$ cat config.mk
export PLATFORM = sky130hd
export DESIGN_NAME = pc_fetch_sequencer_flat
export DESIGN_NICKNAME = d
export VERILOG_FILES = /design/src/rtl/pc_fetch_sequencer_if.sv /design/src/rtl/pc_fetch_sequencer.sv /design/src/flat_wrapper.sv
export SDC_FILE = /design/constraint.sdc
export NUM_CORES = 1
export LEC_CHECK = 0
export ABC_AREA = 1
export BUFFER_PORTS_ARGS = -buffer_cell sky130_fd_sc_hd__buf_4
export CELL_PAD_IN_SITES_DETAIL_PLACEMENT = 1
export CELL_PAD_IN_SITES_GLOBAL_PLACEMENT = 1
export CORE_AREA = 3 3 135 137
export DETAILED_ROUTE_END_ITERATION = 6
export DIE_AREA = 0 0 138 140
export GPL_TIMING_DRIVEN = 0
export PLACE_DENSITY = 0.95
export SYNTH_ARGS = -nofsm -noshare
export SYNTH_HDL_FRONTEND = slang
export SYNTH_SLANG_ARGS = --single-unit
$ cat constraint.sdc
create_clock -name clk -period 2.67 [get_ports clk]
set_input_delay 0.267 -clock clk [delete_from_list [all_inputs] [get_ports clk]]
set_output_delay 0.267 -clock clk [all_outputs]
set_load 0.02 [all_outputs]
$ cat src/rtl/pc_fetch_sequencer_if.sv
// Instruction-fetch bus between the PC sequencer and instruction memory.
//   fetch_valid / fetch_addr : request from the sequencer
//   fetch_ready              : memory accepts the request when valid & ready
//   rsp_valid / rsp_instr    : single-cycle response strobe and data
// master = sequencer side, slave = memory side.
interface pc_fetch_sequencer_if #(
  parameter int unsigned ADDR_W = 32
);
  logic              fetch_valid;
  logic [ADDR_W-1:0] fetch_addr;
  logic              fetch_ready;
  logic              rsp_valid;
  logic [31:0]       rsp_instr;

  modport master (
    output fetch_valid, fetch_addr,
    input  fetch_ready, rsp_valid, rsp_instr
  );

  modport slave (
    input  fetch_valid, fetch_addr,
    output fetch_ready, rsp_valid, rsp_instr
  );
endinterface

$ cat src/rtl/pc_fetch_sequencer.sv
// Program-counter owner and instruction-fetch sequencer. Issues one fetch at a
// time for the current PC, waits for its response and hands the instruction and
// its PC to decode. Branch redirects replace the PC; a response belonging to a
// request issued before a redirect is dropped.
// Ports:
//   clk, rst            clock, synchronous active-high reset
//   stall               suppresses new fetch requests
//   br_valid, br_target one-cycle redirect strobe and its target address
//   bus                 fetch request/response bus (master side)
//   instr_valid         one-cycle strobe for a delivered instruction
//   instr, instr_pc     delivered instruction and its PC
//   instr_count         delivered-instruction count, wraps modulo 2^32
//
// state  | meaning
// S_RST  | just reset, no request yet; always moves to S_REQ next cycle
// S_REQ  | presenting a fetch for pc (unless stalled)
// S_WAIT | one request outstanding, waiting for its response
module pc_fetch_sequencer #(
  parameter int unsigned       ADDR_W   = 32,
  parameter logic [ADDR_W-1:0] RESET_PC = '0,
  parameter logic [ADDR_W-1:0] STEP     = ADDR_W'(1)
) (
  input  logic                clk,
  input  logic                rst,
  input  logic                stall,
  input  logic                br_valid,
  input  logic [ADDR_W-1:0]   br_target,
  pc_fetch_sequencer_if.master bus,
  output logic                instr_valid,
  output logic [31:0]         instr,
  output logic [ADDR_W-1:0]   instr_pc,
  output logic [31:0]         instr_count
);

  typedef enum logic [1:0] {S_RST, S_REQ, S_WAIT} state_t;

  state_t            state;
  logic [ADDR_W-1:0] pc;
  logic              squash;  // outstanding response is stale (redirect since issue)
  logic              handshake;

  // Valid is allowed to drop with stall; there is no hold requirement on it.
  assign bus.fetch_valid = (state == S_REQ) && !stall;
  assign bus.fetch_addr  = pc;
  assign handshake       = bus.fetch_valid && bus.fetch_ready;

  always_ff @(posedge clk) begin
    if (rst) begin
      state       <= S_RST;
      pc          <= RESET_PC;
      squash      <= 1'b0;
      instr_valid <= 1'b0;
      instr       <= '0;
      instr_pc    <= '0;
      instr_count <= '0;
    end else begin
      instr_valid <= 1'b0;
      unique case (state)
        S_RST: state <= S_REQ;
        S_REQ: begin
          // A redirect coinciding with the handshake still issues the old pc,
          // so its response must be discarded.
          if (handshake) begin
            state  <= S_WAIT;
            squash <= br_valid;
          end
          if (br_valid) pc <= br_target;
        end
        S_WAIT: begin
          if (bus.rsp_valid) begin
            state  <= S_REQ;
            squash <= 1'b0;
            if (br_valid) begin
              pc <= br_target;
            end else if (!squash) begin
              instr_valid <= 1'b1;
              instr       <= bus.rsp_instr;
              instr_pc    <= pc;
              pc          <= pc + STEP;
              instr_count <= instr_count + 32'd1;
            end
          end else if (br_valid) begin
            pc     <= br_target;
            squash <= 1'b1;
          end
        end
        default: state <= S_RST;
      endcase
    end
  end

endmodule

$ cat src/flat_wrapper.sv
// flat-port wrapper written by rule: the top's interface ports become plain ports
module pc_fetch_sequencer_flat 
#(
  parameter int unsigned       ADDR_W   = 32,
  parameter logic [ADDR_W-1:0] RESET_PC = '0,
  parameter logic [ADDR_W-1:0] STEP     = ADDR_W'(1)
)
  (clk, rst, stall, br_valid, br_target, instr_valid, instr, instr_pc, instr_count, bus_fetch_valid, bus_fetch_addr, bus_fetch_ready, bus_rsp_valid, bus_rsp_instr);
  pc_fetch_sequencer_if #(.ADDR_W(ADDR_W)) bus_i ();
  input  logic clk;
  input  logic rst;
  input  logic stall;
  input  logic br_valid;
  input  logic [ADDR_W-1:0] br_target;
  output logic instr_valid;
  output logic [31:0] instr;
  output logic [ADDR_W-1:0] instr_pc;
  output logic [31:0] instr_count;
  output wire logic [$bits(bus_i.fetch_valid)-1:0] bus_fetch_valid;
  output wire logic [$bits(bus_i.fetch_addr)-1:0] bus_fetch_addr;
  input wire logic [$bits(bus_i.fetch_ready)-1:0] bus_fetch_ready;
  input wire logic [$bits(bus_i.rsp_valid)-1:0] bus_rsp_valid;
  input wire logic [$bits(bus_i.rsp_instr)-1:0] bus_rsp_instr;
  assign bus_fetch_valid = bus_i.fetch_valid;
  assign bus_fetch_addr = bus_i.fetch_addr;
  assign bus_i.fetch_ready = bus_fetch_ready;
  assign bus_i.rsp_valid = bus_rsp_valid;
  assign bus_i.rsp_instr = bus_rsp_instr;
  pc_fetch_sequencer #(.ADDR_W(ADDR_W), .RESET_PC(RESET_PC), .STEP(STEP)) u_core (.clk(clk), .rst(rst), .stall(stall), .br_valid(br_valid), .br_target(br_target), .bus(bus_i), .instr_valid(instr_valid), .instr(instr), .instr_pc(instr_pc), .instr_count(instr_count));
endmodule
==> flow_summary.yaml <==
timing:
  finalSetupTns_ns: 0
  final.setup.worst_slack_ns: 0.234
  min_period_over_period: 0.912
  maxSlewViolCount: 0
  grt_setup_unrepaired: "no"
  finalCriticalPeriod_ns: 2.44
  fmax_mhz: 411
  setup_viol: 0
  hold_viol: 0
  fin_skew_ns: 0.0104
  worst_pin_slew_ns: 0.802
  relSlewSlack: 0.466
clocking:
  clk_pin_slew_ns: 0.06
  cts_tree: "built"
  h-tree-depth: 4
  post-cts-setup-buffers: 0
  root_buffer: "clkbuf_16"
  clk_latency_ns: 0.43
  ctsResizeCount: 0
  ctsHoldBuffers: 0
  cts_buffer_depth: 2
  cts_buffers: 17
  cts.sinks: 132
routing:
  top_layer_used: "met4"
  wl_met3_um: 1690
  drt-total-wl_um: 27400
  drtIter0Drc: 461
  m1WireLength_um: 10900
  drt_pass1_iterations: 5
  ant_nets: 0
  viasPerCell: 5.50
  drc: 0
  detail_route.wl_per_cell_um: 19.2
  wl_met2_um: 13400
  via_count: 7826
grt:
  grt_pass1_wl_um: 42800
  overflow: 0
  track_usage: 0.275
  antenna_found_initial: 0
  grt_max_degree: 17
  grt_pass1_vias: 8012
yosys:
  async_flop_share: 0
  yosys_warnings: 0
  netlist.area_leader.share: 0.408
  synth_area_sq_um: 6480
  synth_cells: 967
  synth_edf_count: 0
  ys_dominant_reg_cell: "dfxtp_1"
  syn-num-nets: 1043
  yosysTopAreaCell: "dfxtp_1"
  yosysSeqAreaShare: 0.408
  synth_seq_cells: 132
  syn_area_per_cell_sq_um: 6.70
  synth.most_common_cell: "nor2_1"
  netlist_top_cells_area: "dfxtp_1, nor2_1, nand2_1"
  synth_commonest_cells: "nor2_1, nand2_1, dfxtp_1"
  synth.distinct_cells: 43
final_layout:
  antenna-diode-count: 0
  num-nets-final: 1260
  nFillCells: 2292
  seq_area_sq_um: 2640
  areaGrowthSynthToFinish_pct: 37.0
  multi_input_area_sq_um: 3330
  drive_gt1_frac: 0.211
  final_area_sq_um: 8870
place:
  dpl.hpwl_um: 20400
  port_buffers: 198
  gp_congestion: 0.939
  dpl-instance-area_sq_um: 8240
  post-place-ws_ns: 0.260
floorplanning:
  die_area_sq_um: 19300
  fp.coreArea_sq_um: 17200
  rows: 48
  die_x_um: 138
  pin_count: 200
  start_util: 0.377
  die_height_um: 140
worst_setup_path:
  critPathSlowestCell: "dfxtp_1"
  crit_fanout: 10
  crit_chain: "inv_1, ha_1, nand2_2, clkinv_2, nand2_4, clkinv_1, buf_2, clkbuf_1, nor2_1, nor2_1"
  cp.arrival_ns: 2.75
  endpoint_kind: "flop"
  startpoint_type: "flop"
  critPathRequiredTime_ns: 2.98
  timing.rr.end: "u_core.instr[24]"
  startpoint: "u_core.state[0]"
  max_stage_delay_ns: 0.39
  ff2ff_path_depth: 10
  path_class: "reg2reg"
  cpMostUsedCell: "nor2_1"
  r2r_start: "u_core.state[0]"
  worstSetupEndpoint: "u_core.instr[24]"
  timing.reg2reg.setup_slack_ns: 0.23
power:
  power.leakage_nw: 3.59
  p_int_w: 0.00467
  ir_worst_vdd_mv: 0.508
  switchingPower_w: 0.00306
  p_clk_frac: 0.326
  p_comb_frac: 0.332
  p_seq_frac: 0.342
  power.density_nw_per_um2: 872
  netSwitchingFraction: 0.396
run:
  cap_viol_max_count: 0
status:
  status: "completed"
hold_path:
  hold_class: "in2reg"
[cells by family (layout without fill, tap and decap cells)]
| logic type | Yosys count | count (layout) | share of synthesized area |
|---|---|---|---|
| and+or+nand+nor | 454 | 454 | 0.301 |
| buffers and inverters | 132 | 362 | 0.0779 |
| DFF | 132 | 132 | 0.408 |
| AOI/OAI and AO/OA | 239 | 239 | 0.196 |
| adders and majority gates | 6 | 6 | 0.0116 |
| xor gates and xnor gates | 4 | 4 | 0.00541 |
[worst min path at each step]
stage | endpoint | startpoint | cells after the start
2_1_floorplan | u_core.instr[31] | bus_rsp_instr[31] | 2
3_5_place_dp | u_core.instr_count[20] | u_core.instr_count[20] | 2
6_report | u_core.instr[16] | bus_rsp_instr[16] | 3
5_1_grt | u_core.instr[3] | bus_rsp_instr[3] | 3
4_1_cts | u_core.instr[3] | bus_rsp_instr[3] | 3
3_3_place_gp | u_core.instr_count[20] | u_core.instr_count[20] | 2
[power by group through the flow]
stage	combinational (W)	clock, W	sequential (W)
floorplan	0.00113	0	0.00290
detailed placement	0.00251	0	0.00266
global placement	0.00242	0	0.00265
CTS	0.00256	0.00254	0.00263
global route	0.00277	0.00264	0.00268
finish	0.00257	0.00252	0.00265
[registers in the layout (all words and copies together), names as in the netlist]
signal                 count
u_core.bus.fetch_addr     32
u_core.instr              32
u_core.instr_count        32
u_core.instr_pc           32
u_core.instr_valid         1
u_core.squash              1
u_core.state               2
[critical path: cells and delay by family, from the launching register on]
family,cells,cell delay (ns)
simple gates,4,0.54
buf+inv,5,1.11
fa+ha+maj,1,0.29
flops,1,0.39
[per-stage QoR]
stage / total power, W / hold slack (ns) / util / std cells
after CTS: 0.00773 / 0.0851 / 0.516 / 1422
after global placement: 0.00507 / 0.456 / 0.480 / 1390
final: 0.00774 / 0.0902 / 0.516 / 1422
after global routing: 0.00808 / 0.0945 / 0.516 / 1422
after floorplan: 0.00403 / 0.432 / - / 967
after detailed placement: 0.00517 / 0.462 / 0.480 / 1390
[cells in the final DEF (no fill, tap or decap), drive strengths merged, types with 4 or more instances in the layout]
master / Yosys / final
nand2: 176 / 176
nor3: 30 / 30
nand4: 22 / 22
nor2: 180 / 180
clkinv: 3 / 6
dfxtp: 132 / 132
a211oi: 8 / 8
buf: 7 / 205
o21ai: 110 / 110
nand3: 39 / 39
a221oi: 4 / 4
ha: 6 / 6
inv: 82 / 89
a21oi: 100 / 100
a31oi: 6 / 6
clkbuf: 40 / 58
[layer usage]
metal  vias to the layer above  GRT usage
met5                         -          0
met4                         0      0.143
met3                        84     0.0492
met2                       309      0.477
met1                      3775      0.324
li1                       3658          -
[layout make-up]
type | instances | area share
clock buffers | 18 | 0.0495
flip-flops and latches | 132 | 0.298
repair buffers | 198 | 0.168
inverters | 85 | 0.0361
plain buffers | 47 | 0.0207
clock inverters | 14 | 0.0212
well taps | 225 | 0.0317
multi-input cells | 703 | 0.375
No activity file was read; power rests on OpenSTA's default activity.
